--- src/rtl/fp32_rx_operand_assembler.sv ---
// fp32_rx_operand_assembler: UART 8N1 receiver that assembles 12-byte frames into three 32-bit operands
module fp32_rx_operand_assembler #(
  parameter int CLKS_PER_BIT = 5208,
  parameter int TIMEOUT_BITS = 20
) (
  input  logic        CLK_I,
  input  logic        RSTL_I,
  input  logic        RX_I,
  output logic [31:0] alpha,
  output logic [31:0] bravo,
  output logic [31:0] acc,
  output logic        OPS_VALID_O,
  output logic [7:0]  RX_BYTE_O,
  output logic        RX_BYTE_VALID_O,
  output logic [3:0]  BYTE_CNT_O,
  output logic        FRAME_ERR_O,
  output logic        TIMEOUT_O
);
  localparam int IDLE_LIM = TIMEOUT_BITS * CLKS_PER_BIT;
  localparam int CW = $clog2(CLKS_PER_BIT + 1);
  localparam int IW = $clog2(IDLE_LIM + 1);
  typedef enum logic [1:0] {IDLE, START, DATA, STOP} state_t;
  state_t state, state_n;
  logic s1, s2, s3;
  logic [CW-1:0] clk_cnt;
  logic [2:0] bit_idx;
  logic [7:0] shift;
  logic [95:0] stage;
  logic [IW-1:0] idle_cnt;
  logic tick, half, accept, ferr, tmo;
  assign tick = clk_cnt == CW'(CLKS_PER_BIT - 1);
  assign half = clk_cnt == CW'(CLKS_PER_BIT / 2 - 1);
  // two-flop synchronizer plus a history flop for falling-edge detection
  always_ff @(posedge CLK_I or negedge RSTL_I)
    if (!RSTL_I) {s3, s2, s1} <= 3'b111;
    else {s3, s2, s1} <= {s2, s1, RX_I};
  // receiver state register
  always_ff @(posedge CLK_I or negedge RSTL_I)
    if (!RSTL_I) state <= IDLE;
    else state <= state_n;
  // next state and per-cycle byte/error/timeout strobes
  always_comb begin
    state_n = state;
    case (state)
      IDLE:  state_n = (s3 && !s2) ? START : IDLE;
      START: state_n = half ? (s2 ? IDLE : DATA) : START;
      DATA:  state_n = (tick && bit_idx == 3'd7) ? STOP : DATA;
      STOP:  state_n = tick ? IDLE : STOP;
    endcase
    accept = state == STOP && tick && s2;
    ferr   = state == STOP && tick && !s2;
    tmo    = state == IDLE && BYTE_CNT_O != 4'd0 && idle_cnt == IW'(IDLE_LIM - 1);
  end
  // bit timing counter and LSB-first data shifter
  always_ff @(posedge CLK_I or negedge RSTL_I)
    if (!RSTL_I) begin
      clk_cnt <= '0;
      bit_idx <= '0;
      shift   <= '0;
    end else begin
      clk_cnt <= (state == IDLE || state != state_n || (state == DATA && tick)) ? '0 : clk_cnt + CW'(1);
      bit_idx <= (state == DATA) ? (tick ? bit_idx + 3'd1 : bit_idx) : 3'd0;
      if (state == DATA && tick) shift <= {s2, shift[7:1]};
    end
  // frame staging, operand update, idle timeout and status pulses
  always_ff @(posedge CLK_I or negedge RSTL_I)
    if (!RSTL_I) begin
      alpha           <= '0;
      bravo           <= '0;
      acc             <= '0;
      stage           <= '0;
      idle_cnt        <= '0;
      OPS_VALID_O     <= 1'b0;
      RX_BYTE_O       <= '0;
      RX_BYTE_VALID_O <= 1'b0;
      BYTE_CNT_O      <= '0;
      FRAME_ERR_O     <= 1'b0;
      TIMEOUT_O       <= 1'b0;
    end else begin
      RX_BYTE_VALID_O <= accept;
      FRAME_ERR_O     <= ferr;
      TIMEOUT_O       <= tmo;
      if (accept) begin
        RX_BYTE_O <= shift;
        stage     <= {stage[87:0], shift};
        idle_cnt  <= '0;
        if (BYTE_CNT_O == 4'd11) begin
          {alpha, bravo, acc} <= {stage[87:0], shift};
          BYTE_CNT_O  <= 4'd0;
          OPS_VALID_O <= 1'b1;
        end else begin
          BYTE_CNT_O <= BYTE_CNT_O + 4'd1;
          if (BYTE_CNT_O == 4'd0) OPS_VALID_O <= 1'b0;
        end
      end else if (ferr || tmo) begin
        BYTE_CNT_O <= 4'd0;
        stage      <= '0;
        idle_cnt   <= '0;
      end else if (BYTE_CNT_O == 4'd0) idle_cnt <= '0;
      else if (state == IDLE) idle_cnt <= idle_cnt + IW'(1);
    end
endmodule

--- config.mk ---
export PLATFORM = sky130hd
export DESIGN_NAME = fp32_rx_operand_assembler
export DESIGN_NICKNAME = d
export VERILOG_FILES = /design/src/rtl/fp32_rx_operand_assembler.sv
export SDC_FILE = /design/constraint.sdc
export NUM_CORES = 1
export LEC_CHECK = 0
export CELL_PAD_IN_SITES_DETAIL_PLACEMENT = 0
export CELL_PAD_IN_SITES_GLOBAL_PLACEMENT = 2
export CORE_ASPECT_RATIO = 0.9
export CORE_UTILIZATION = 42
export DETAILED_ROUTE_END_ITERATION = 16
export GPL_TIMING_DRIVEN = 0
export PLACE_DENSITY_LB_ADDON = 0.1
export SKIP_CTS_REPAIR_TIMING = 1
export SKIP_LAST_GASP = 1
export SYNTH_ARGS = -nofsm -noshare
export SYNTH_HDL_FRONTEND = slang
export SYNTH_SLANG_ARGS = --single-unit
--- constraint.sdc ---
create_clock -name CLK_I -period 3.76 [get_ports CLK_I]
set_clock_uncertainty 0.15 [all_clocks]
set_input_delay 0.376 -clock CLK_I [delete_from_list [all_inputs] [get_ports CLK_I]]
set_output_delay 0.376 -clock CLK_I [all_outputs]
set_load 0.01 [all_outputs]
==> flow_metrics.env <==
export IMPL_status="finished clean"
export IMPL_min_from="RX_I"
export IMPL_rows=52
export IMPL_worst_pin_slew_ns=0.838
export IMPL_start_util_pct=42.8
export IMPL_design_area_um2=12000
export IMPL_gp_congestion=0.814
export IMPL_ios=115
export IMPL_first_global_vias=6231
export IMPL_grt_max_degree=103
export IMPL_synth_area_um2=9630
export IMPL_synth_cell_types=52
export IMPL_drtIter0Drc=217
export IMPL_dr_pass1_iters=4
export IMPL_synthTopCellsByArea="dfrtp_1 63%, mux2_2 9.8%, a22o_1 8.4%"
export IMPL_die_h_um=146
export IMPL_seq_area_frac_synth_pct=63.9
export IMPL_layout_setup_ws_ns=0.837
export IMPL_cts_made_buffers=25
export IMPL_pre_cts_ws_ns=0.817
export IMPL_max_freq_mhz=342
export IMPL_hold_path_class="in -> reg"
export IMPL_maxSlewViolCount=0
export IMPL_ir_worst_vdd_mv=0.231
export IMPL_grt_pass1_wl_um=35000
export IMPL_yosysTopAreaCell="dfrtp_1"
export IMPL_p_total_mw=5.43
export IMPL_numPortBuffers=114
export IMPL_hold_path_depth=1
export IMPL_synth_avg_cell_area_um2=14.4
export IMPL_start_kind="flop"
export IMPL_synth_top_area_share_pct=63.1
export IMPL_clk_path_buf_depth=3
export IMPL_p_leak_nw=5.62
export IMPL_fin_crit_sh_pct=77.7
export IMPL_powerDensity_nw_per_um2=451
export IMPL_ant_nets=0
export IMPL_clk_pin_slew_ns=0.06
export IMPL_grt_overflow=0
export IMPL_hold_violations=0
export IMPL_cts_root_buf="clkbuf_16"
export IMPL_htreeDepth=1
export IMPL_cap_violations=0
export IMPL_antenna_found_initial=0
export IMPL_rsz0062_at_grt="no"
export IMPL_final_net_count=821
export IMPL_wirelength_um=21000
export IMPL_cts_sinks=246
export IMPL_drc_errors=0
export IMPL_hpwl_um=14700
export IMPL_layout_drive_gt1_share_pct=19.6
export IMPL_hold_end="s1"
export IMPL_ys_seq_elements=246
export IMPL_setup_viol=0
export IMPL_die_width_um=162
export IMPL_vias_per_cell=5.36
export IMPL_place_area_um2=11200
export IMPL_yosysMostFrequentCell="dfrtp_1"
export IMPL_synthArstFlopShare_pct=100
export IMPL_synth_common_cells="243 x dfrtp_1, 92 x a22o_1, 84 x mux2_2"
export IMPL_worst_slew_margin_rel_pct=44.0
export IMPL_fp_coreArea_um2=22500
export IMPL_r2r_cells=7
export IMPL_fin_tns_setup_ns=0
export IMPL_area_delta_synth_final_pct=25.1
export IMPL_syn_instance_count=668
export IMPL_clk_latency_ns=0.52
export IMPL_rrSetupSlack_ns=0.84
export IMPL_rr_endpoint="acc[29]"
export IMPL_diodes=0
export IMPL_die_area_um2=23500
export IMPL_synth_nets=677
export IMPL_worst_endpoint_required_ns=4.01
export IMPL_critical_path_arrival_ns=3.18
export IMPL_end_kind="flop"
export IMPL_synth_enable_flop_cells=0
export IMPL_min_period_ns=2.92
export IMPL_vias=6042
export IMPL_critical_path_class="reg -> reg"
export IMPL_ys_flop_type="dfrtp_1"
export IMPL_wire_per_inst_um=18.6
export IMPL_yosysWarnings=0
export IMPL_timing_rr_start="clk_cnt[0]"
export IMPL_grt_use_total_pct=18.8
export IMPL_critPathMaxFanout=10
export IMPL_tritoncts="done"
kinds of logic after synthesis:
family,count (synthesis),synth area share (%)
fa+ha+maj,6,0.779
xor+xnor,24,2.18
simple gates,118,7.20
compound gates,113,9.87
buf+inv,47,2.71
flops,246,63.9
mux,114,13.3
state kept, by name (all words and copies together), names as in the netlist:
register and flops:
state 2, alpha 32, BYTE_CNT_O 4, bit_idx 3, RX_BYTE_VALID_O 1, bravo 32
FRAME_ERR_O 1, idle_cnt 17, TIMEOUT_O 1, RX_BYTE_O 8, acc 32, s3 1
s2 1, stage 88, shift 8, OPS_VALID_O 1, clk_cnt 13, s1 1
power by group:
part	switching (mW)	leakage [nW]	internal, mW
Combinational	0.127	1.81	0.0602
Clock	0.999	0.405	1.51
Sequential	0.0414	3.41	2.69
Total	1.17	5.62	4.26
how the worst max path moves through the flow:
stage | startpoint | end | slack (ns)
floorplan | clk_cnt[0] | acc[14] | 1.19
finish | clk_cnt[0] | acc[29] | 0.84
global placement | RSTL_I | bravo[2] | -7.95
global route | idle_cnt[0] | idle_cnt[12] | 0.61
detailed placement | clk_cnt[0] | acc[21] | 0.82
CTS | clk_cnt[0] | acc[29] | 0.81
worst max-delay path, stage by stage (launching register included):
cell,delay [ns]
dfrtp_1,0.38
ha_1,0.30
or3b_1,0.42
or4_4,0.54
nor2_4,0.29
buf_6,0.21
buf_6,0.17
mux2_1,0.34
layer usage:
metal / share of wire (%) / up-vias / GRT usage, %
met5: 0 / - / 0
met4: 1.3 / 0 / 4.53
met3: 4.9 / 17 / 3.33
met2: 46 / 141 / 28.8
met1: 48 / 3121 / 27.7
li1: - / 2763 / -
cell type report:
cell class / count / area, um2
tap: 297 / 372
multi-input combinational: 375 / 3210
sequential: 246 / 6160
clock buffer: 37 / 711
timing repair buffer: 117 / 1210
fill: 1940 / 10500
inverter: 5 / 18.8
buffer: 42 / 243
clock inverter: 8 / 121
cells in the final DEF, fill, tap and decap left out, drive strengths merged, types with 3 or more instances in the layout:
cell,instances
nor3,18
xor2,15
nor4,3
nor2b,3
and4,6
nand2,11
nand3,13
mux2,113
and2,6
dfrtp,243
a22o,92
inv,6
ha,6
xnor2,9
a21oi,6
clkbuf,49
nor2,19
clkdlybuf4s50,113
nor3b,3
or4,4
bufinv,3
nand4,16
nand2b,3
clkinv,3
a211oi,3
buf,33
dfstp,3
metrics by stage:
stage          std cells  hold slack (ns)  utilization, %
2_1_floorplan        668          -0.0696               -
3_3_place_gp        1079            0.196            49.5
3_5_place_dp        1081            0.174            49.8
4_1_cts             1126           -0.377            53.5
5_1_grt             1127            0.101            53.5
6_report            1127            0.122            53.5
Note: power is estimated with default switching activity, not from simulation.
